--- src/rtl/regfile_dbg_if.sv ---
// rtl/regfile_dbg_if.sv - register file access and debug dump bus
interface regfile_dbg_if #(
  parameter int WIDTH = 32,
  parameter int DEPTH = 32
);
  localparam int AW = $clog2(DEPTH);

  logic [AW-1:0]    ra1;
  logic [AW-1:0]    ra2;
  logic [WIDTH-1:0] rd1;
  logic [WIDTH-1:0] rd2;
  logic [AW-1:0]    wa;
  logic [WIDTH-1:0] wd;
  logic             we;
  logic             dbg_start;
  logic             dbg_ready;
  logic             dbg_valid;
  logic [AW-1:0]    dbg_addr;
  logic [WIDTH-1:0] dbg_data;
  logic             dbg_busy;
  logic             dbg_done;

  modport master (
    output ra1, ra2, wa, wd, we, dbg_start, dbg_ready,
    input  rd1, rd2, dbg_valid, dbg_addr, dbg_data, dbg_busy, dbg_done
  );

  modport slave (
    input  ra1, ra2, wa, wd, we, dbg_start, dbg_ready,
    output rd1, rd2, dbg_valid, dbg_addr, dbg_data, dbg_busy, dbg_done
  );
endinterface

--- src/rtl/regfile_dbg.sv ---
// rtl/regfile_dbg.sv - DEPTH x WIDTH register file with debug dump engine
module regfile_dbg #(
  parameter int WIDTH   = 32,
  parameter int DEPTH   = 32,
  parameter int ZERO_R0 = 1,
  parameter int BYPASS  = 0,
  localparam int AW     = $clog2(DEPTH)
) (
  input  logic           clk,
  input  logic           rst,
  regfile_dbg_if.slave   bus
);

  typedef enum logic [1:0] {
    S_IDLE = 2'd0,
    S_SEND = 2'd1,
    S_DONE = 2'd2
  } state_t;

  logic [WIDTH-1:0] regs_q [DEPTH];
  state_t           state_q;
  logic [AW-1:0]    idx_q;
  logic [WIDTH-1:0] data_q;
  logic             valid_q;
  logic             busy_q;
  logic             done_q;

  logic             wr_en;
  logic [AW-1:0]    nxt_idx_d;
  logic [WIDTH-1:0] nxt_data_d;

  // Value seen at address a: zero register wins, then optional forwarding of this cycle's write.
  function automatic logic [WIDTH-1:0] view(input logic [AW-1:0] a, input logic fwd,
                                            input logic w_en, input logic [AW-1:0] w_a,
                                            input logic [WIDTH-1:0] w_d,
                                            input logic [WIDTH-1:0] stored);
    if (ZERO_R0 != 0 && a == '0) return '0;
    if (fwd && w_en && w_a == a) return w_d;
    return stored;
  endfunction

  assign wr_en = bus.we && !(ZERO_R0 != 0 && bus.wa == '0);

  // Combinational read ports.
  always_comb begin
    bus.rd1 = view(bus.ra1, BYPASS != 0, bus.we, bus.wa, bus.wd, regs_q[bus.ra1]);
    bus.rd2 = view(bus.ra2, BYPASS != 0, bus.we, bus.wa, bus.wd, regs_q[bus.ra2]);
  end

  // Next beat: index 0 when starting, otherwise the successor; data is write-first.
  always_comb begin
    nxt_idx_d  = (state_q == S_IDLE) ? '0 : idx_q + AW'(1);
    nxt_data_d = view(nxt_idx_d, 1'b1, bus.we, bus.wa, bus.wd, regs_q[nxt_idx_d]);
  end

  // Register array: cleared by reset, written on the rising edge.
  always_ff @(posedge clk or posedge rst) begin
    if (rst) begin
      for (int i = 0; i < DEPTH; i++) regs_q[i] <= '0;
    end else if (wr_en) begin
      regs_q[bus.wa] <= bus.wd;
    end
  end

  // Dump FSM with registered handshake outputs; a beat is held until accepted.
  always_ff @(posedge clk or posedge rst) begin
    if (rst) begin
      state_q <= S_IDLE;
      idx_q   <= '0;
      data_q  <= '0;
      valid_q <= 1'b0;
      busy_q  <= 1'b0;
      done_q  <= 1'b0;
    end else begin
      case (state_q)
        S_IDLE: begin
          done_q <= 1'b0;
          if (bus.dbg_start) begin
            state_q <= S_SEND;
            idx_q   <= nxt_idx_d;
            data_q  <= nxt_data_d;
            valid_q <= 1'b1;
            busy_q  <= 1'b1;
          end
        end
        S_SEND: begin
          if (bus.dbg_ready) begin
            if (idx_q == AW'(DEPTH - 1)) begin
              state_q <= S_DONE;
              valid_q <= 1'b0;
              busy_q  <= 1'b0;
              done_q  <= 1'b1;
            end else begin
              idx_q  <= nxt_idx_d;
              data_q <= nxt_data_d;
            end
          end
        end
        S_DONE: begin
          state_q <= S_IDLE;
          done_q  <= 1'b0;
        end
        default: begin
          state_q <= S_IDLE;
          valid_q <= 1'b0;
          busy_q  <= 1'b0;
          done_q  <= 1'b0;
        end
      endcase
    end
  end

  assign bus.dbg_valid = valid_q;
  assign bus.dbg_busy  = busy_q;
  assign bus.dbg_done  = done_q;
  assign bus.dbg_addr  = idx_q;
  assign bus.dbg_data  = data_q;

endmodule
--- src/flat_wrapper.sv ---
// flat-port wrapper written by rule: the top's interface ports become plain ports
module regfile_dbg_flat 
#(
  parameter int WIDTH   = 32,
  parameter int DEPTH   = 32,
  parameter int ZERO_R0 = 1,
  parameter int BYPASS  = 0,
  localparam int AW     = $clog2(DEPTH)
)
  (clk, rst, bus_ra1, bus_ra2, bus_wa, bus_wd, bus_we, bus_dbg_start, bus_dbg_ready, bus_rd1, bus_rd2, bus_dbg_valid, bus_dbg_addr, bus_dbg_data, bus_dbg_busy, bus_dbg_done);
  regfile_dbg_if #(.WIDTH(WIDTH), .DEPTH(DEPTH)) bus_i ();
  input  logic clk;
  input  logic rst;
  input wire logic [$bits(bus_i.ra1)-1:0] bus_ra1;
  input wire logic [$bits(bus_i.ra2)-1:0] bus_ra2;
  input wire logic [$bits(bus_i.wa)-1:0] bus_wa;
  input wire logic [$bits(bus_i.wd)-1:0] bus_wd;
  input wire logic [$bits(bus_i.we)-1:0] bus_we;
  input wire logic [$bits(bus_i.dbg_start)-1:0] bus_dbg_start;
  input wire logic [$bits(bus_i.dbg_ready)-1:0] bus_dbg_ready;
  output wire logic [$bits(bus_i.rd1)-1:0] bus_rd1;
  output wire logic [$bits(bus_i.rd2)-1:0] bus_rd2;
  output wire logic [$bits(bus_i.dbg_valid)-1:0] bus_dbg_valid;
  output wire logic [$bits(bus_i.dbg_addr)-1:0] bus_dbg_addr;
  output wire logic [$bits(bus_i.dbg_data)-1:0] bus_dbg_data;
  output wire logic [$bits(bus_i.dbg_busy)-1:0] bus_dbg_busy;
  output wire logic [$bits(bus_i.dbg_done)-1:0] bus_dbg_done;
  assign bus_i.ra1 = bus_ra1;
  assign bus_i.ra2 = bus_ra2;
  assign bus_i.wa = bus_wa;
  assign bus_i.wd = bus_wd;
  assign bus_i.we = bus_we;
  assign bus_i.dbg_start = bus_dbg_start;
  assign bus_i.dbg_ready = bus_dbg_ready;
  assign bus_rd1 = bus_i.rd1;
  assign bus_rd2 = bus_i.rd2;
  assign bus_dbg_valid = bus_i.dbg_valid;
  assign bus_dbg_addr = bus_i.dbg_addr;
  assign bus_dbg_data = bus_i.dbg_data;
  assign bus_dbg_busy = bus_i.dbg_busy;
  assign bus_dbg_done = bus_i.dbg_done;
  regfile_dbg #(.WIDTH(WIDTH), .DEPTH(DEPTH), .ZERO_R0(ZERO_R0), .BYPASS(BYPASS)) u_core (.clk(clk), .rst(rst), .bus(bus_i));
endmodule
--- config.mk ---
export PLATFORM = sky130hd
export DESIGN_NAME = regfile_dbg_flat
export DESIGN_NICKNAME = d
export VERILOG_FILES = /design/src/rtl/regfile_dbg_if.sv /design/src/rtl/regfile_dbg.sv /design/src/flat_wrapper.sv
export SDC_FILE = /design/constraint.sdc
export NUM_CORES = 2
export LEC_CHECK = 0
export ABC_CLOCK_PERIOD_IN_PS = 107600
export BUFFER_PORTS_ARGS = -buffer_cell sky130_fd_sc_hd__buf_2
export CAP_MARGIN = 0
export CORE_MARGIN = 4
export CORE_UTILIZATION = 30
export DETAILED_ROUTE_END_ITERATION = 10
export SLEW_MARGIN = 20
export SYNTH_ARGS = -nofsm -noshare
export SYNTH_HDL_FRONTEND = slang
export SYNTH_SLANG_ARGS = --single-unit
export TNS_END_PERCENT = 5
--- constraint.sdc ---
create_clock -name clk -period 107.6 [get_ports clk]
set_input_delay 16.14 -clock clk [delete_from_list [all_inputs] [get_ports clk]]
set_output_delay 16.14 -clock clk [all_outputs]
set_load 0.05 [all_outputs]
==> results.txt <==
Leakage - 30.2 nW
Internal power - 0.000989 W
Final count of hold timing violations - 0
Prevailing post-synth register cell - dfrtp_1
Final slew viol count - 0
DRT Pass-1 Iters - 6
Vias/cell - 6.32
Die Width - 477 um
Drt wl/cell - 33.1 um
Max-cap violations - 0
Crit path DAT - 20.77 ns
Combinational share of power - 40.0%
Crit path max fanout - 71
Gpl congestion - 0.851
ANT nets after route - 0
Crit-path slowest cell - buf_4
Final Worst Setup Slack - 70.69 ns
Worst R2R Setup Slack - 102.37 ns
Class of the most critical setup path - in2out
Register area share after synthesis - 40.4%
Area growth, synth to finish - 10.9%
Clk sinks - 1065
Starting density of the core - 30.3%
Clock buffer depth - 3
H-tree levels - 3
Hold Buf Count CTS - 0
Post-Route WL - 267000 um
Post-CTS sizing - 0
Initial antenna violation count - 26
DP Area - 69100 um^2
Sw Pwr - 0.000675 W
Dpl ws - 70.80 ns
Hpwl dp - 151000 um
Critical Path Sink Type - output pin
WP buf/inv - 4
Post-CTS Setup Bufs - 0
Max Freq - 27.1 MHz
Root buffer cell - clkbuf_16
Worst path depth - 8
DRC viols - 0
Cell Pwr Density - 22.7 nW/um^2
Unique cell type count in the Yosys netlist - 79
Yosys reg bits - 1065
Run status - complete, no violations
Yosys Warn Count - 0
Layout cell share with drive strength beyond 1 - 41.5%
Most frequent CP cell - buf_4
Avg Cell Area, Syn - 12.4 um^2
Tightest Hold Check Type - reg2reg
Layout Cell Area excl Fill - 73200 um^2
Filler instances - 21100
Clock Latency Late Sink - 0.75 ns
Mapped Nets - 5366
Die H - 477 um
Clock slew at the register clock pins of the worst setup and hold paths - 0.06 ns
EDFF count, synth - 0
Largest cells by area after synthesis - dfrtp_1, mux2_2, mux4_2
Worst path required time - 91.46 ns
Remaining Overflow, GRT - 0
Sequential share of power - 34.0%
Gr usage total - 22.7%
Fin nets - 5144
Max Clock Skew - 0.0333 ns
First-pass GRT wire length - 381000 um
Die area - 228000 um^2
Final min period - 36.91 ns
Site row count - 171
Crit-path cells - buf_8 > buf_4 > buf_4 > mux4_2 > mux2_2 > a221oi_1 > nor3_1 > buf_2
Post-synth ARST share - 100%
IO Port Bufs - 155
Final Util - 33.6%
Post-synth top area cell - dfrtp_1
Most common cell in the netlist - dfrtp_1
Max IR drop VDD - 0.0231 mV
Worst setup SP type - input port
Worst-Margin Slew - 1.25 ns
Setup TNS - 0 ns
Core area - 218000 um^2
TritonCTS clock tree - done
Io pins - 156
Max stage delay on crit path - 0.83 ns
Maximum number of pins on one net before global-route repair - 162
Worst r2r path cells - 10
Hold Crit Depth - 0
RSZ-0062 raised after global routing - false
Final period utilization - 34.3%
Rel. slew slack - 16.1%
Synth top cells by count - dfrtp_1, mux2_2, nand2_1, mux4_2, clkbuf_1
CTS buffer count - 111
Post-synth top area share - 40.4%
# setup viols final - 0
Switching share of power - 40.5%
First-iteration detailed-routing DRC count - 6869
Clock share of power - 25.9%
Post-Syn Area - 66000 um^2
Vias in the first global route - 50600
Post-synthesis cell count - 5312
Via count - 50900
CP delay by family, top - buffers and inverters
layer usage:
metal	up-vias	wire (um)	share of wire (%)	GRT usage, %
met5	-	103	0.039	0
met4	18	22700	8.5	16.8
met1	26500	97100	36	27.6
li1	20000	-	-	-
met3	988	26800	10	5.56
met2	3427	120000	45	35.1
registers in the layout (all words and copies together), names as in the netlist:
| name | flops |
|---|---|
| u_core.bus.dbg_addr | 5 |
| u_core.state_q | 2 |
| u_core.bus.dbg_data | 32 |
| u_core.bus.dbg_valid | 1 |
| u_core.bus.dbg_done | 1 |
| u_core.regs_q | 1024 |
final cells by class:
| type | count | area [um^2] | share of cell area (%) |
|---|---|---|---|
| Clock inverter | 58 | 865 | 1.18 |
| Clock buffer | 148 | 3140 | 4.29 |
| Multi-Input combinational cell | 3618 | 37000 | 50.6 |
| Sequential cell | 1065 | 26700 | 36.4 |
| Antenna cell | 16 | 40.0 | 0.0547 |
| Timing Repair Buffer | 286 | 1860 | 2.55 |
| Inverter | 8 | 42.5 | 0.0581 |
| Tap cell | 2854 | 3570 | 4.88 |
per-stage QoR:
step	std cells	hold WS, ns	power, W
6_report	8053	0.420	0.00166
5_1_grt	8045	0.437	0.00171
4_1_cts	8037	0.421	0.00165
3_5_place_dp	7831	0.407	0.00122
3_3_place_gp	7831	0.401	0.00121
2_1_floorplan	5312	0.462	0.000980
worst paths after layout:
path	end	from
setup / recovery	bus_rd1[5]	bus_ra1[0]
hold / removal	u_core.regs_q[1001]	u_core.regs_q[1001]
setup reg to reg	u_core.bus.dbg_data[7]	u_core.bus.dbg_addr[0]
hold reg to reg	u_core.regs_q[1001]	u_core.regs_q[1001]
max in group asynchronous	u_core.regs_q[792]	rst
min in group asynchronous	u_core.regs_q[232]	rst
logic make-up (layout without fill, tap and decap cells):
kind of cell               Yosys count  count (layout)  share of synthesized area [%]
muxes                             1833            1833                           39.8
and+or+nand+nor                    875             875                           5.97
other                                0              16                              0
buffers and inverters              629             500                           4.13
AOI/OAI and AO/OA                  903             903                           9.66
DFF                               1065            1065                           40.4
adders and majority gates            2               2                         0.0379
xor gates and xnor gates             5               5                         0.0664
placed cells by master, fill, tap and decap left out, types with 47 or more instances in the layout:
master,count
a211oi_1,50
buf_2,145
o21ai_0,129
dfrtp_1,1064
o22ai_1,91
a21oi_1,208
mux2i_1,251
nor2_1,47
clkbuf_16,113
a22oi_1,63
nand2_1,523
nor2b_1,93
mux2_2,1056
buf_4,131
mux4_2,524
power by group through the flow:
stage / registers (W) / clock network, W / logic [W]
final: 0.000566 / 0.000432 / 0.000666
after floorplan: 0.000557 / 0 / 0.000423
after detailed placement: 0.000568 / 0 / 0.000649
after global routing: 0.000574 / 0.000451 / 0.000689
after global placement: 0.000562 / 0 / 0.000643
after CTS: 0.000561 / 0.000436 / 0.000652
Power figures use the tool's default switching activity.
